`config.mk`:
```
export PLATFORM = sky130hd
export DESIGN_NAME = hazard_detection_unit
export DESIGN_NICKNAME = d
export VERILOG_FILES = /design/src/rtl/hazard_detection_unit.sv
export SDC_FILE = /design/constraint.sdc
export NUM_CORES = 1
export LEC_CHECK = 0
export BUFFER_PORTS_ARGS = -buffer_cell sky130_fd_sc_hd__buf_2
export CAP_MARGIN = 20
export CORE_MARGIN = 4
export CORE_UTILIZATION = 50
export CTS_CLUSTER_SIZE = 40
export DETAILED_ROUTE_END_ITERATION = 10
export GPL_TIMING_DRIVEN = 0
export PLACE_DENSITY = 0.74
export REMOVE_ABC_BUFFERS = 1
export SLEW_MARGIN = 15
export SYNTH_ARGS = -nofsm -noshare
export SYNTH_HDL_FRONTEND = slang
export SYNTH_SLANG_ARGS = --single-unit
```
`constraint.sdc`:
```
create_clock -name clk -period 5.4 [get_ports clk]
set_clock_uncertainty 0.15 [all_clocks]
set_input_delay 0.27 -clock clk [delete_from_list [all_inputs] [get_ports clk]]
set_output_delay 0.27 -clock clk [all_outputs]
set_load 0.005 [all_outputs]
```
`src/rtl/hazard_detection_unit.sv`:
```
// Stall/flush controller for the ID stage. It covers the hazards that forwarding cannot
// resolve: load-use, a taken branch and a multi-cycle data memory. It drives the
// hold/flush/bubble controls of PC, IF_ID, ID_EX and EX_MEM, and it keeps a saturating
// count of the cycles in which the PC is held.
module hazard_detection_unit #(
    parameter int unsigned REG_ADDR_W     = 6,
    parameter int unsigned BRANCH_PENALTY = 1,
    parameter int unsigned MEM_TIMEOUT    = 64,
    parameter int unsigned CNT_W          = 16
) (
    input  logic                  clk,
    input  logic                  rst_n,
    input  logic [REG_ADDR_W-1:0] IF_ID_src1,
    input  logic [REG_ADDR_W-1:0] IF_ID_src2,
    input  logic                  IF_ID_src1_used,
    input  logic                  IF_ID_src2_used,
    input  logic [REG_ADDR_W-1:0] ID_EX_RD,
    input  logic                  ID_EX_memRead,
    input  logic                  branch_taken,
    input  logic                  mem_busy,
    output logic                  PC_hold,
    output logic                  IF_ID_hold,
    output logic                  IF_ID_flush,
    output logic                  ID_EX_bubble,
    output logic                  ID_EX_hold,
    output logic                  EX_MEM_hold,
    output logic                  mem_timeout,
    output logic [CNT_W-1:0]      stall_cycles
);

    localparam logic [1:0] StRun     = 2'd0;
    localparam logic [1:0] StFlush   = 2'd1;
    localparam logic [1:0] StMemWait = 2'd2;

    localparam int unsigned FlushW = (BRANCH_PENALTY > 1) ? $clog2(BRANCH_PENALTY) : 1;
    localparam int unsigned WaitW  = $clog2(MEM_TIMEOUT + 1);

    localparam logic [FlushW-1:0] FlushReload = FlushW'(BRANCH_PENALTY - 1);
    localparam logic [WaitW-1:0]  WaitMax     = WaitW'(MEM_TIMEOUT);

    logic [1:0]        state_q, state_d;
    logic [1:0]        ret_state_q, ret_state_d;
    logic [1:0]        eff_state;
    logic [FlushW-1:0] flush_cnt_q, flush_cnt_d;
    logic [WaitW-1:0]  wait_cnt_q, wait_cnt_d;
    logic              timeout_q, timeout_d;
    logic [CNT_W-1:0]  stall_q;
    logic              load_use;

    assign load_use = ID_EX_memRead &
                      ((IF_ID_src1_used & (IF_ID_src1 == ID_EX_RD)) |
                       (IF_ID_src2_used & (IF_ID_src2 == ID_EX_RD)));

    // Once the memory is ready again, act as the state the wait was entered from.
    assign eff_state = ((state_q == StMemWait) && !mem_busy) ? ret_state_q : state_q;

    // Mealy controls and next-state; priority is mem_busy > branch > flush > load-use.
    always_comb begin
        PC_hold      = 1'b0;
        IF_ID_hold   = 1'b0;
        IF_ID_flush  = 1'b0;
        ID_EX_bubble = 1'b0;
        ID_EX_hold   = 1'b0;
        EX_MEM_hold  = 1'b0;
        state_d      = state_q;
        ret_state_d  = ret_state_q;
        flush_cnt_d  = flush_cnt_q;
        wait_cnt_d   = wait_cnt_q;
        timeout_d    = timeout_q;
        if (rst_n) begin
            if (mem_busy) begin
                // Full freeze; any pending flush count stays put until memory is ready.
                PC_hold     = 1'b1;
                IF_ID_hold  = 1'b1;
                ID_EX_hold  = 1'b1;
                EX_MEM_hold = 1'b1;
                if (state_q != StMemWait) begin
                    ret_state_d = state_q;
                    state_d     = StMemWait;
                    wait_cnt_d  = WaitW'(1);
                end else if (wait_cnt_q != WaitMax) begin
                    wait_cnt_d = wait_cnt_q + WaitW'(1);
                end
                if (wait_cnt_d == WaitMax) begin
                    timeout_d = 1'b1;
                end
            end else begin
                wait_cnt_d = '0;
                state_d    = eff_state;
                if (branch_taken) begin
                    IF_ID_flush  = 1'b1;
                    ID_EX_bubble = 1'b1;
                    if (BRANCH_PENALTY > 1) begin
                        state_d     = StFlush;
                        flush_cnt_d = FlushReload;
                    end else begin
                        state_d = StRun;
                    end
                end else if (eff_state == StFlush) begin
                    // ID holds a squashed slot, so load-use is not looked at here.
                    IF_ID_flush = 1'b1;
                    flush_cnt_d = flush_cnt_q - FlushW'(1);
                    if (flush_cnt_q == FlushW'(1)) begin
                        state_d = StRun;
                    end
                end else if (load_use) begin
                    // One bubble suffices: next cycle EX holds a NOP, so no re-detect.
                    PC_hold      = 1'b1;
                    IF_ID_hold   = 1'b1;
                    ID_EX_bubble = 1'b1;
                end
            end
        end
    end

    // State, counters and sticky timeout; synchronous active-low reset aborts any pending work.
    always_ff @(posedge clk) begin
        if (!rst_n) begin
            state_q     <= StRun;
            ret_state_q <= StRun;
            flush_cnt_q <= '0;
            wait_cnt_q  <= '0;
            timeout_q   <= 1'b0;
            stall_q     <= '0;
        end else begin
            state_q     <= state_d;
            ret_state_q <= ret_state_d;
            flush_cnt_q <= flush_cnt_d;
            wait_cnt_q  <= wait_cnt_d;
            timeout_q   <= timeout_d;
            if (PC_hold && (stall_q != {CNT_W{1'b1}})) begin
                stall_q <= stall_q + CNT_W'(1);
            end
        end
    end

    assign mem_timeout  = timeout_q;
    assign stall_cycles = stall_q;

endmodule

```
# ---- Word level (Yosys, flattened, before mapping)
# Cells that the tools add are included.
dict set report word_totals {
  reg_bits 29
  wordCells 55
}
dict set report op_classes {
  n_bitwise 6
  n_addsub 3
  reduce_logical 7
  n_eq_ne 9
  n_mux 24
}
# cell n
set ops {}
lappend ops {{$mux 7} 4}
lappend ops {{$add 16x1->16 const B} 1}
lappend ops {{$ne 16x16->1 const B} 1}
lappend ops {{$mux 1} 14}
lappend ops {{$eq 6x6->1} 2}
lappend ops {{$mux 2} 6}
lappend ops {{$add 7x1->7 const B} 1}
lappend ops {{$eq 7x7->1 const B} 1}
lappend ops {{$ne 7x7->1 const B} 1}
lappend ops {{$reduce_and 2->1} 3}
lappend ops {{$and 1x1->1} 3}
lappend ops {{$reduce_and 3->1} 1}
lappend ops {{$eq 2x1->1 const B} 1}
lappend ops {{$eq 2x2->1 const B} 1}
lappend ops {{$logic_and 1x1->1} 2}
lappend ops {{$ne 2x1->1 const B} 1}
lappend ops {{$ne 2x2->1 const B} 1}
lappend ops {{$not 1->1} 2}
lappend ops {{$logic_not 1->1} 1}
lappend ops {{$or 1x1->1} 1}
lappend ops {{$sub 1x1->1 const B} 1}

# ---- Logic depth before layout (Yosys ltp)
# Gate-level depths: netlist (run 1).
dict set report depth {
  ltp_word 10
  mapped_depth 10
}

# ---- Worst setup path before layout (run 1)
# No wires, ideal clock.
dict set report synth_timing {
  kind {register to output}
  startpoint {register state_q[0]}
  endpoint {output PC_hold}
  arrival_ns 1.611
  t_required_ns 4.980
  path_slack_ns 3.369
  n_path_buf 3
  path_stages_with_launch 9
  cell_sequence {dfxtp_1 nor2b_1 a31oi_4 and4_1 a21oi_2 buf_6 buf_8 inv_1 buf_4}
}
dict set report synth_between {
  elab_chain_len 8
}
# item line
set synth_lines {}
lappend synth_lines {{from (decl)} 41} ;# logic [1:0] state_q, state_d;
lappend synth_lines {{from (signal assigned)} 119} ;# state_q <= StRun;
lappend synth_lines {{from (signal assigned)} 126} ;# state_q <= state_d;
lappend synth_lines {{$eq 2x2->1} 55} ;# assign eff_state = ((state_q == StMemWait) && !mem_busy) ? ret_state_q : state_q;
lappend synth_lines {{$logic_and 1x1->1} 55}
lappend synth_lines {{$mux 2 *} 55}
lappend synth_lines {{$eq 2x1->1 *} 99} ;# end else if (eff_state == StFlush) begin
lappend synth_lines {{$mux 1 * (4 in series)} --}
lappend synth_lines {{to (decl)} 21} ;# output logic PC_hold,
# Every way passes the cells marked *; elsewhere a longest branch is shown, timed or not.

# ---- Final worst setup path (run 1)
dict set report layout_timing {
  startpoint {register state_q[1]}
  endpoint {output IF_ID_hold}
}
dict set report layout_between {
  elab_chain_len 8
}
# item line
set layout_lines {}
lappend layout_lines {{$eq 2x2->1} 55}
lappend layout_lines {{$logic_and 1x1->1} 55}
lappend layout_lines {{$mux 2 *} 55}
lappend layout_lines {{$eq 2x1->1 *} 99}
lappend layout_lines {{$mux 1 *} 99}
lappend layout_lines {{$mux 1 *} 90} ;# if (branch_taken) begin
lappend layout_lines {{$mux 1 *} 71} ;# if (mem_busy) begin
lappend layout_lines {{$mux 1 *} 70} ;# if (rst_n) begin
lappend layout_lines {{to (decl)} 22} ;# output logic IF_ID_hold,
# Marked as above.

==> results.py, run 1 <==
metrics = {
    "clocking": {
        "cts_made_buffers": 5,
        "tritoncts": "yes",
        "cts_sinks": 29,
        "clockRootBuffer": "clkbuf_4",
        "clkTransAtPathRegs_ns": 0.09,
        "htree_levels": 2,
        "clk_latency_ns": 0.33,
        "clk_path_buf_depth": 2,
    },
    "power": {
        "p_sw_mw": 0.101,
        "pwr-share-comb": 0.094,
        "vdd_drop_max_mv": 0.171,
        "pwr-share-seq": 0.488,
        "p_clk_frac": 0.417,
        "totalPowerFinal_mw": 0.447,
        "powerDensity_mw_per_mm2": 224,
        "power_leakage_nw": 0.796,
        "swShare": 0.225,
        "p_int_mw": 0.346,
    },
    "global_route": {
        "grt_usage": 0.184,
        "gr-total-overflow": 0,
        "grt_pass1_vias": 1436,
        "grt_max_degree": 25,
        "antenna_found_initial": 0,
        "grt_pass1_wl_um": 6350,
    },
    "detailed_routing": {
        "dr_total_vias": 1582,
        "ant_nets": 0,
        "first_iter_violations": 98,
        "drc": 0,
        "wl_per_cell_um": 12.6,
        "routed_wl_um": 3660,
        "drt_first_pass_iters": 4,
        "drt-vias-per-instance": 5.46,
    },
    "setup_path": {
        "path_max_fanout": 24,
        "start_kind": "flop",
        "worstSetupEndpointType": "output pin",
        "r2r_setup_slack_ns": 2.94,
        "arrival_ns": 2.49,
        "crit_type": "reg2out",
        "critPathRequiredTime_ns": 4.98,
    },
    "sta": {
        "hold_viol": 0,
        "period_needed_ns": 2.91,
        "final_max_slew_viol_count": 0,
        "fmax_mhz": 344,
        "fin_tns_setup_ns": 0,
        "post-route-period-util": 0.539,
        "rsz0062_at_grt": "false",
        "relSlewSlack": 0.336,
        "tightest_slew_ns": 0.989,
        "setup-violations-final": 0,
    },
    "floorplanning": {
        "coreArea_mm2": 0.00315,
        "die_y_um": 66.1,
        "start_util": 0.535,
        "ioPinCount": 48,
        "die-area_mm2": 0.00437,
        "dieWidth_um": 66.1,
        "placementRows": 20,
    },
    "synthesis": {
        "ys_warn_count": 0,
        "syn_area_per_cell_um2": 8.31,
        "synth_area_mm2": 0.00169,
        "ys_ff_latch": 29,
        "synth.distinct_cells": 44,
        "netlist_instances": 203,
        "synth_seq_area_share": 0.344,
    },
    "finish": {
        "fin_cells": 290,
        "final_nets": 273,
        "drive_gt1_frac": 0.236,
        "area_growth_pct": 17.9,
        "antennaDiodeCount": 0,
    },
    "place": {
        "port_buffers": 47,
        "dp_hpwl_um": 2660,
        "place_inst": 281,
        "gp_congestion": 0.755,
    },
    "min_path": {
        "hold_class": "in2reg",
    },
    "run_status": {
        "status": "finished, final reports clean",
    },
    "run": {
        "cap_viol_max_count": 0,
    },
}
==> placed cells by master (no fill, tap or decap), types with 3 or more instances in the layout <==
cell and instances:
nand3_1 17, o21ai_0 3, nor3_1 3, inv_1 8
nand2_1 19, and3_1 5, o31ai_1 6, dfxtp_1 29
ha_1 3, xor2_1 3, nor2_1 15, buf_2 47
or4_1 5, nor4_1 5, a21oi_1 16, nand2b_1 3
clkbuf_4 5, nand4_1 5, mux2i_1 7, xnor2_1 16
==> stage by stage <==
step	utilization	area, µm²	hold slack (ns)	setup WS (ns)
6_report	0.631	1990	0.144	2.49
4_1_cts	0.631	1990	0.132	2.44
3_3_place_gp	0.601	1890	0.320	2.87
3_5_place_dp	0.601	1890	0.321	2.81
5_1_grt	0.631	1990	0.158	2.28
2_1_floorplan	-	1600	0.203	3.28
==> worst max-delay path: stages, from the launching register on <==
cell	delay (ns)
dfxtp_1	0.42
nor2b_4	0.26
a31oi_4	0.13
and4_1	0.23
a21oi_2	0.70
inv_1	0.24
buf_2	0.20
==> cell families after synthesis <==
kind of cell / count (synthesis) / share of synthesized area
simple gates: 88 / 0.282
compound gates: 36 / 0.144
flops: 29 / 0.344
buf+inv: 21 / 0.0674
xor+xnor: 19 / 0.0986
mux: 7 / 0.0415
fa+ha+maj: 3 / 0.0222
==> layout make-up <==
| cell class | count | area, µm² |
|---|---|---|
| Clock inverter | 1 | 30.0 |
| Tap cell | 44 | 55.1 |
| Clock buffer | 7 | 55.1 |
| Multi-Input combinational cell | 153 | 993 |
| Timing Repair Buffer | 48 | 245 |
| Inverter | 8 | 30.0 |
| Fill cell | 302 | 1160 |
| Sequential cell | 29 | 581 |
==> layer usage <==
metal  vias to the layer above  GRT usage  wire [µm]
li1                        810          -          -
met1                       717      0.247       1760
met2                        51      0.290       1650
met3                         4     0.0425        205
met4                         0     0.0609         39
met5                         -          0          0
==> flip-flops by register name, indices dropped and copies added (netlist names) <==
name / cells
wait_cnt_q: 7
flush_cnt_q: 1
mem_timeout: 1
state_q: 2
ret_state_q: 2
stall_cycles: 16
==> power groups by stage <==
stage	sequential (mW)	combinational, mW	clock [mW]
floorplan	0.222	0.0218	0
global placement	0.223	0.0410	0
detailed placement	0.223	0.0420	0
CTS	0.218	0.0427	0.190
global route	0.219	0.0474	0.200
finish	0.218	0.0422	0.186
==> synthesized netlist by cell type (all sizes together) <==
library cell / n / area share
a2111oi: 1 / 0.0052
a21oi: 17 / 0.053
a22oi: 1 / 0.0044
a31oi: 2 / 0.016
and2: 2 / 0.0074
and3: 5 / 0.019
and4: 1 / 0.0052
buf: 6 / 0.030
clkbuf: 7 / 0.020
dfxtp: 29 / 0.34
ha: 3 / 0.022
inv: 8 / 0.018
mux2i: 7 / 0.042
nand2: 19 / 0.042
nand2b: 3 / 0.011
nand3: 17 / 0.050
nand3b: 2 / 0.0089
nand4: 5 / 0.019
nor2: 15 / 0.033
nor2b: 2 / 0.012
nor3: 3 / 0.0089
nor3b: 2 / 0.0089
nor4: 6 / 0.031
o211ai: 1 / 0.0044
o21ai: 3 / 0.0089
o22ai: 1 / 0.0037
o311ai: 1 / 0.0052
o31ai: 6 / 0.027
o32a: 1 / 0.0059
o32ai: 1 / 0.0052
o41ai: 1 / 0.0052
or3: 1 / 0.0037
or4: 5 / 0.022
xnor2: 16 / 0.083
xor2: 3 / 0.016
==> timing repair <==
| action | CTS | global route |
|---|---|---|
| hold buffers | 1 | 0 |
| endpoints found under the hold margin | 1 | 0 |
| resized for setup | 0 | 0 |
| setup buffers | 0 | 0 |
==> final timing paths <==
| path | start | to | cells after the start |
|---|---|---|---|
| setup reg to reg | state_q[1]$_SDFFE_PN0P_ | stall_cycles[1]$_SDFFE_PN0P_ | 7 |
| hold reg to reg | stall_cycles[4]$_SDFFE_PN0P_ | stall_cycles[4]$_SDFFE_PN0P_ | 2 |
| setup / recovery | state_q[1]$_SDFFE_PN0P_ | IF_ID_hold | 6 |
| hold / removal | mem_busy | wait_cnt_q[0]$_SDFF_PN0_ | 3 |
(Power assumes the default switching activity.)
==> inputs of run 2 (changes only) <==
--- a/config.mk
+++ b/config.mk
@@ -8,11 +8,11 @@
 export BUFFER_PORTS_ARGS = -buffer_cell sky130_fd_sc_hd__buf_2
 export CAP_MARGIN = 20
 export CORE_MARGIN = 4
-export CORE_UTILIZATION = 50
+export CORE_UTILIZATION = 46
 export CTS_CLUSTER_SIZE = 40
 export DETAILED_ROUTE_END_ITERATION = 10
 export GPL_TIMING_DRIVEN = 0
-export PLACE_DENSITY = 0.74
+export PLACE_DENSITY = 0.72
 export REMOVE_ABC_BUFFERS = 1
 export SLEW_MARGIN = 15
 export SYNTH_ARGS = -nofsm -noshare
==> constraint.sdc (replaced) <==
create_clock -name clk -period 2.4 [get_ports clk]
set_clock_uncertainty 0.15 [all_clocks]
set_input_delay 0.12 -clock clk [delete_from_list [all_inputs] [get_ports clk]]
set_output_delay 0.12 -clock clk [all_outputs]
set_load 0.005 [all_outputs]
==> results.py, run 2 (synthesis results as in run 1) <==
metrics = {
    "floorplanning": {
        "die-area_mm2": 0.00470,
        "die_y_um": 68.6,
        "ioPinCount": 48,
        "placementRows": 21,
        "start_util": 0.490,
        "coreArea_mm2": 0.00344,
        "dieWidth_um": 68.6,
    },
    "clocking": {
        "cts_made_buffers": 5,
        "clk_path_buf_depth": 2,
        "clk_latency_ns": 0.27,
        "clkTransAtPathRegs_ns": 0.06,
        "tritoncts": "yes",
        "clockRootBuffer": "clkbuf_8",
        "htree_levels": 2,
        "cts_sinks": 29,
    },
    "sta": {
        "rsz0062_at_grt": "false",
        "hold_ws_ns": 0.0408,
        "period_needed_ns": 2.25,
        "post-route-period-util": 0.939,
        "tightest_slew_ns": 0.642,
        "worst_slack_ns": 0.145,
        "setup-violations-final": 0,
        "final_max_slew_viol_count": 0,
        "fin_tns_setup_ns": 0,
        "fmax_mhz": 444,
        "hold_viol": 0,
        "relSlewSlack": 0.569,
    },
    "finish": {
        "mostFrequentLayoutCells": "47 x buf_2, 29 x dfxtp_1, 19 x nand2_1, 17 x nand3_1",
        "fin_cells": 295,
        "final_nets": 276,
        "nFillCells": 338,
        "final_common_cell": "buf_2",
        "drive_gt1_frac": 0.237,
        "area_growth_pct": 20.4,
        "antennaDiodeCount": 0,
        "largest_register_ffs": 16,
    },
    "setup_path": {
        "r2r_setup_slack_ns": 0.15,
        "crit_type": "reg2reg",
        "start_kind": "flop",
        "arrival_ns": 2.30,
        "critPathRequiredTime_ns": 2.45,
        "max_stage_delay_ns": 0.55,
        "path_max_fanout": 12,
        "worstSetupEndpointType": "flop",
        "path_cells": "nor2b_4 -> a31oi_4 -> and4_1 -> a21oi_2 -> or4_1 -> a21oi_1",
        "cp_slowest_cell": "or4_1",
    },
    "place": {
        "dp_slack_ns": -0.0311,
        "gp_congestion": 0.782,
        "place_inst": 283,
        "port_buffers": 47,
        "dp_hpwl_um": 2600,
    },
    "power": {
        "vdd_drop_max_mv": 0.323,
        "totalPowerFinal_mw": 0.966,
        "power_leakage_nw": 0.815,
        "powerDensity_mw_per_mm2": 475,
    },
    "global_route": {
        "antenna_found_initial": 0,
        "grt_max_degree": 24,
        "gr-total-overflow": 0,
        "grt_usage": 0.173,
        "grt_pass1_wl_um": 6070,
        "grt_pass1_vias": 1322,
    },
    "detailed_routing": {
        "dr_total_vias": 1602,
        "ant_nets": 0,
        "first_iter_violations": 156,
        "drt-vias-per-instance": 5.43,
        "drc": 0,
        "drt_first_pass_iters": 4,
        "routed_wl_um": 3880,
        "wl_per_cell_um": 13.2,
    },
    "run": {
        "cap_viol_max_count": 0,
    },
    "run_status": {
        "status": "finished, final reports clean",
    },
    "min_path": {
        "hold_class": "in2reg",
    },
}
run 2: changes by cell type in the layout (fill, tap and decap cells not counted), sizes merged:
cell,delta
a21oi,+1
buf,+1
bufinv,-1
clkbuf,+1
nor4,+1
run 2: cell type report:
cell class                      instances  area (µm²)  area share
Timing Repair Buffer                   49         253       0.124
Clock buffer                            8        80.1      0.0394
Sequential cell                        29         581       0.286
Inverter                                8        30.0      0.0148
Multi-Input combinational cell        155        1030       0.507
Tap cell                               46        57.6      0.0283
run 2: path summary, 6_finish.rpt:
path | from | end | cells past startpoint
worst max-delay path | state_q[0]$_SDFFE_PN0P_ | stall_cycles[15]$_SDFFE_PN0P_ | 6
worst max register to register | state_q[0]$_SDFFE_PN0P_ | stall_cycles[15]$_SDFFE_PN0P_ | 6
worst min register to register | stall_cycles[10]$_SDFFE_PN0P_ | stall_cycles[10]$_SDFFE_PN0P_ | 2
worst min-delay path | mem_busy | state_q[1]$_SDFFE_PN0P_ | 3
run 2: worst max-delay path, delay by kind of cell (launching register included):
family | cells | cell delay (ns)
and+or+nand+nor | 3 | 1.00
DFF | 1 | 0.46
AOI/OAI and AO/OA | 3 | 0.56
run 2: per-layer routing:
| metal | global-route usage | wire [µm] | vias to the layer above |
|---|---|---|---|
| met3 | 0.0486 | 208 | 2 |
| met2 | 0.277 | 1880 | 52 |
| met1 | 0.226 | 1780 | 728 |
| met5 | 0 | 0 | - |
| met4 | 0.0521 | 18 | 0 |
| li1 | - | - | 820 |
run 2: metrics by stage:
| stage | area [µm²] | util |
|---|---|---|
| 6_report | 2030 | 0.590 |
| 3_3_place_gp | 1900 | 0.551 |
| 2_1_floorplan | 1600 | - |
| 4_1_cts | 2000 | 0.582 |
| 3_5_place_dp | 1900 | 0.551 |
| 5_1_grt | 2030 | 0.590 |
run 2: repair_timing:
action                                  4_1_cts  5_1_grt
endpoints found under the setup margin        4       17
resized for setup                             1        1
pin swaps                                     1        2
hold buffers                                  1        0
buffers inserted                              0        1
gates cloned                                  1        1
endpoints found under the hold margin         1        0
run 2: report_power, final:
part / internal, mW / total [mW] / leakage (nW) / switching (mW)
logic: 0.0468 / 0.0999 / 0.541 / 0.0531
registers: 0.485 / 0.491 / 0.234 / 0.00560
clock network: 0.205 / 0.375 / 0.0395 / 0.170
